===== src/rtl/status_value_drain.sv =====
// Consumer stage for the status value vector: pulls head entries into a
// 2-entry output FIFO, optionally filters a value, counts traffic and flags stalls.
module status_value_drain #(
  parameter int unsigned WIDTH        = 4,
  parameter int unsigned CNT_W        = 8,
  parameter int unsigned STALL_CYCLES = 16
) (
  input  logic             clk_i,
  input  logic             rsn_i,
  input  logic [WIDTH-1:0] sv_value_i,
  input  logic             sv_valid_i,
  output logic             sv_pull_o,
  output logic [WIDTH-1:0] out_value_o,
  output logic             out_valid_o,
  input  logic             out_ready_i,
  input  logic             flush_i,
  input  logic             drop_en_i,
  input  logic [WIDTH-1:0] drop_value_i,
  output logic [CNT_W-1:0] fwd_count_o,
  output logic [CNT_W-1:0] drop_count_o,
  output logic             stall_o
);

  localparam int unsigned SW = $clog2(STALL_CYCLES + 1);
  localparam logic [SW-1:0] STALL_MAX = SW'(STALL_CYCLES);

  logic [WIDTH-1:0] mem_q [2];
  logic [WIDTH-1:0] mem_d [2];
  logic             rd_ptr_q, rd_ptr_d;
  logic             wr_ptr_q, wr_ptr_d;
  logic [1:0]       occ_q, occ_d;
  logic [CNT_W-1:0] fwd_q, fwd_d;
  logic [CNT_W-1:0] drop_q, drop_d;
  logic [SW-1:0]    stall_cnt_q, stall_cnt_d;
  logic             stall_q, stall_d;

  logic match, full, pop, push, stalling;

  // Pull ignores out_ready_i so no combinational path runs from consumer to vector;
  // rsn_i gating keeps the pull low while reset is held.
  assign match       = drop_en_i & (sv_value_i == drop_value_i);
  assign full        = (occ_q == 2'd2);
  assign sv_pull_o   = rsn_i & sv_valid_i & ~flush_i & (match | ~full);
  assign out_valid_o = (occ_q != 2'd0);
  assign out_value_o = mem_q[rd_ptr_q];
  assign pop         = out_valid_o & out_ready_i & ~flush_i;
  assign push        = sv_pull_o & ~match;
  assign stalling    = out_valid_o & ~out_ready_i;

  assign fwd_count_o  = fwd_q;
  assign drop_count_o = drop_q;
  assign stall_o      = stall_q;

  always_comb begin
    mem_d       = mem_q;
    rd_ptr_d    = rd_ptr_q;
    wr_ptr_d    = wr_ptr_q;
    occ_d       = occ_q;
    fwd_d       = fwd_q;
    drop_d      = drop_q;
    stall_cnt_d = stall_cnt_q;
    stall_d     = stall_q;

    if (flush_i) begin
      rd_ptr_d    = 1'b0;
      wr_ptr_d    = 1'b0;
      occ_d       = 2'd0;
      stall_cnt_d = '0;
      stall_d     = 1'b0;
    end else begin
      if (push) begin
        mem_d[wr_ptr_q] = sv_value_i;
        wr_ptr_d        = ~wr_ptr_q;
      end
      if (pop) begin
        rd_ptr_d = ~rd_ptr_q;
      end
      occ_d = occ_q + {1'b0, push} - {1'b0, pop};

      if (pop && (fwd_q != '1)) begin
        fwd_d = fwd_q + CNT_W'(1);
      end

      if (stalling) begin
        if (stall_cnt_q != STALL_MAX) begin
          stall_cnt_d = stall_cnt_q + SW'(1);
        end
      end else begin
        stall_cnt_d = '0;
      end
      stall_d = stall_q | (stall_cnt_d == STALL_MAX);
    end

    // Filtered entries are counted even on a flush-free full buffer; flush blocks the pull itself.
    if (sv_pull_o && match && (drop_q != '1)) begin
      drop_d = drop_q + CNT_W'(1);
    end
  end

  always_ff @(posedge clk_i or negedge rsn_i) begin
    if (!rsn_i) begin
      for (int unsigned i = 0; i < 2; i++) begin
        mem_q[i] <= '0;
      end
      rd_ptr_q    <= 1'b0;
      wr_ptr_q    <= 1'b0;
      occ_q       <= 2'd0;
      fwd_q       <= '0;
      drop_q      <= '0;
      stall_cnt_q <= '0;
      stall_q     <= 1'b0;
    end else begin
      mem_q       <= mem_d;
      rd_ptr_q    <= rd_ptr_d;
      wr_ptr_q    <= wr_ptr_d;
      occ_q       <= occ_d;
      fwd_q       <= fwd_d;
      drop_q      <= drop_d;
      stall_cnt_q <= stall_cnt_d;
      stall_q     <= stall_d;
    end
  end

endmodule


===== config.mk =====
export PLATFORM = sky130hd
export DESIGN_NAME = status_value_drain
export DESIGN_NICKNAME = d
export VERILOG_FILES = /design/src/rtl/status_value_drain.sv
export SDC_FILE = /design/constraint.sdc
export NUM_CORES = 1
export LEC_CHECK = 0
export ABC_AREA = 1
export CAP_MARGIN = 5
export CORE_AREA = 2 2 65 67
export DETAILED_ROUTE_END_ITERATION = 10
export DIE_AREA = 0 0 67 69
export PLACE_DENSITY = 0.75
export REMOVE_ABC_BUFFERS = 1
export SLEW_MARGIN = 20
export SYNTH_ARGS = -nofsm -noshare
export SYNTH_HDL_FRONTEND = slang
export SYNTH_SLANG_ARGS = --single-unit
export TNS_END_PERCENT = 10

===== constraint.sdc =====
create_clock -name clk_i -period 4.3 [get_ports clk_i]
set_input_delay 0.86 -clock clk_i [delete_from_list [all_inputs] [get_ports clk_i]]
set_output_delay 0.86 -clock clk_i [all_outputs]
set_load 0.1 [all_outputs]

==> impl_metrics.toml <==
[outcome]
outcome = "complete, no violations"

[layout]
drive_gt1_frac = 0.126
antenna_cells = 0
design_area_um2 = 2390
utilization = 0.612
syn2layout_area_growth_pct = 27.2
final_nets = 290

[critical_path]
rr_startpoint = "drop_count_o[0]$_DFFE_PN0P_"
critPathLaunch = "sv_value_i[0]"
reg2reg_slack_ps = 2680
crit_arrival_ps = 2310
cp_slowest_cell = "clkdlybuf4s50_1"
crit_required_ps = 3440
crit_chain = "clkdlybuf4s50_1 -> inv_1 -> nand2_1 -> nand2_2 -> nor2_4 -> nand3_4 -> a31oi_1 -> buf_12"
worst-setup-path-type = "primary input to primary output"
start_kind = "primary input"
cp-end-kind = "primary output"
worstPathMaxFanout = 5
critPathMaxStageDelay_ps = 530

[place]
dp_slack_ps = 1160
place.gp.congestion = 0.843
portBuffers = 36
dpl-instance-area_um2 = 2310
dpl.hpwl_um = 2770

[floorplan]
die_height_um = 69
core_area_um2 = 3910
initial_core_util = 0.481
num_rows = 23
die_w_um = 67
io_pins = 37
die_area_um2 = 4620

[detailed_routing]
drcViolationCount = 0
viasPerCell = 4.75
first_pass_iters = 4
wire_per_inst_um = 11.3
routed_wl_um = 3610
dr_total_vias = 1514
antenna_left = 0
drt-initial-drc-count = 75

[logic_synthesis]
synth_top_area_cell = "dfrtp_1"
ys_seq_elements = 34
avgSynthCellArea_um2 = 8.29
synth_area_leaders = "dfrtp_1 (45%), nand2_1 (15%), xnor2_1 (5.1%)"
yosys_warnings = 0
synth_top_area_frac = 0.452
synthCells = 227
synth_area_um2 = 1880
yosysSeqAreaShare = 0.452
ys_types = 28

[timing]
fin_tns_setup_ps = 0
rsz0062_at_grt = "false"
worstMarginPinSlew_ps = 971
period_share = 0.736
fin_crit_ps = 3170
skew_ps = 2.84
slew_viol_final = 0
fmax_mhz = 316
setup_viol = 0
hold_viol_final = 0
timing.final.ws_setup_ps = 1130
slew_headroom = 0.351

[run]
maxCapViolations = 0

[power]
vdd.ir_drop.worst_mv = 0.251
leakagePower_nw = 1.15
p_per_area_nw_per_um2 = 466

[clock_tree]
h-tree-depth = 2
postCtsHoldBufs = 0
numCtsBuffers = 5
root_buffer = "clkbuf_8"
insertion_delay_ps = 290
clkSinkCount = 34
clock_path_buffers = 2
clk_pin_slew_ps = 60
cts_resized = 0
postCtsSetupBuffers = 0
cts_tree = "yes"

[grt]
grt.total_usage = 0.175
grt_pass1_wl_um = 6130
antenna_found_initial = 0
grt_overflow = 0
grt_pass1_vias = 1430
grt_max_degree = 35

[hold_path]
hp-class = "flop to flop"
min-delay-start = "mem_q[3]$_DFFE_PN0P_"
## where the power goes
| group | total [W] | internal [W] | switching (W) |
|---|---|---|---|
| Sequential | 0.000408 | 0.000368 | 0.0000405 |
| Clock | 0.000233 | 0.000123 | 0.000110 |
| Combinational | 0.000474 | 0.000117 | 0.000357 |
## cells in the final DEF (no fill, tap or decap), types with 2 or more instances in the layout
| cell type | n |
|---|---|
| nand2_1 | 75 |
| clkdlybuf4s50_1 | 35 |
| dfrtp_1 | 34 |
| inv_1 | 23 |
| nor2_1 | 17 |
| nand3_1 | 17 |
| xnor2_1 | 11 |
| xor2_1 | 9 |
| nand2_2 | 8 |
| ha_1 | 6 |
| clkbuf_8 | 6 |
| nor2_2 | 3 |
| o21ai_2 | 3 |
| nor2_4 | 2 |
| nand3_2 | 2 |
| inv_2 | 2 |
| nand4_1 | 2 |
## metal layers
layer  global-route usage  vias up  wire length, um
met3               0.0587        6              143
met5                    0        -                0
met4               0.0612        0               53
met1                0.225      694             1720
li1                     -      788                -
met2                0.273       26             1690
## state kept, by name, summed over array words and instances (netlist names)
| name | flops |
|---|---|
| drop_count_o | 8 |
| fwd_count_o | 8 |
| mem_q | 8 |
| stall_cnt_q | 5 |
| occ_q | 2 |
| rd_ptr_q | 1 |
| stall_o | 1 |
| wr_ptr_q | 1 |
## cells in the mapped netlist, drive strengths merged
cell	count
nand2	84
dfrtp	34
inv	26
nor2	22
nand3	20
xnor2	11
xor2	9
ha	6
o21ai	5
a21oi	2
a31oi	2
nand4	2
buf	1
clkinv	1
nand3b	1
nor3	1
## worst max-delay path, delay by kind of cell
family / cells / cell delay, ps
buffers and inverters: 3 / 800
AND/OR/NAND/NOR: 4 / 330
AO/OA/AOI/OAI: 1 / 300
## layout make-up
class                      instances  area, um2
tap                               50       62.6
timing repair buffer              37        378
clock buffer                       6       82.6
inverter                          27        105
fill                             383       1520
multi-input combinational        165        915
sequential                        34        851
## worst paths after layout
path                                               end  cells after the start
setup reg to reg           drop_count_o[6]$_DFFE_PN0P_                      7
max in group asynchronous         mem_q[5]$_DFFE_PN0P_                      2
hold / removal                    mem_q[3]$_DFFE_PN0P_                      2
hold reg to reg                   mem_q[3]$_DFFE_PN0P_                      2
min in group asynchronous   fwd_count_o[3]$_DFFE_PN0P_                      2
setup / recovery                             sv_pull_o                      8
## cell families (layout without fill, tap and decap cells)
| kind of cell | count (synthesis) | after routing | share of synthesized area |
|---|---|---|---|
| AND/OR/NAND/NOR | 130 | 130 | 0.316 |
| flip-flops | 34 | 34 | 0.452 |
| buffers and inverters | 28 | 70 | 0.0618 |
| XOR/XNOR | 20 | 20 | 0.0931 |
| AO/OA/AOI/OAI | 9 | 9 | 0.0366 |
| adder cells (fa/ha/maj) | 6 | 6 | 0.0399 |
## through the flow
stage                     hold WS [ps]  std cells  power (W)
after floorplan                    449        226   0.000774
after global placement             465        313   0.000886
after detailed placement           469        313   0.000890
after CTS                          486        319    0.00113
after global routing               500        319    0.00117
final                              481        319    0.00112
No activity file was read; power rests on OpenSTA's default activity.
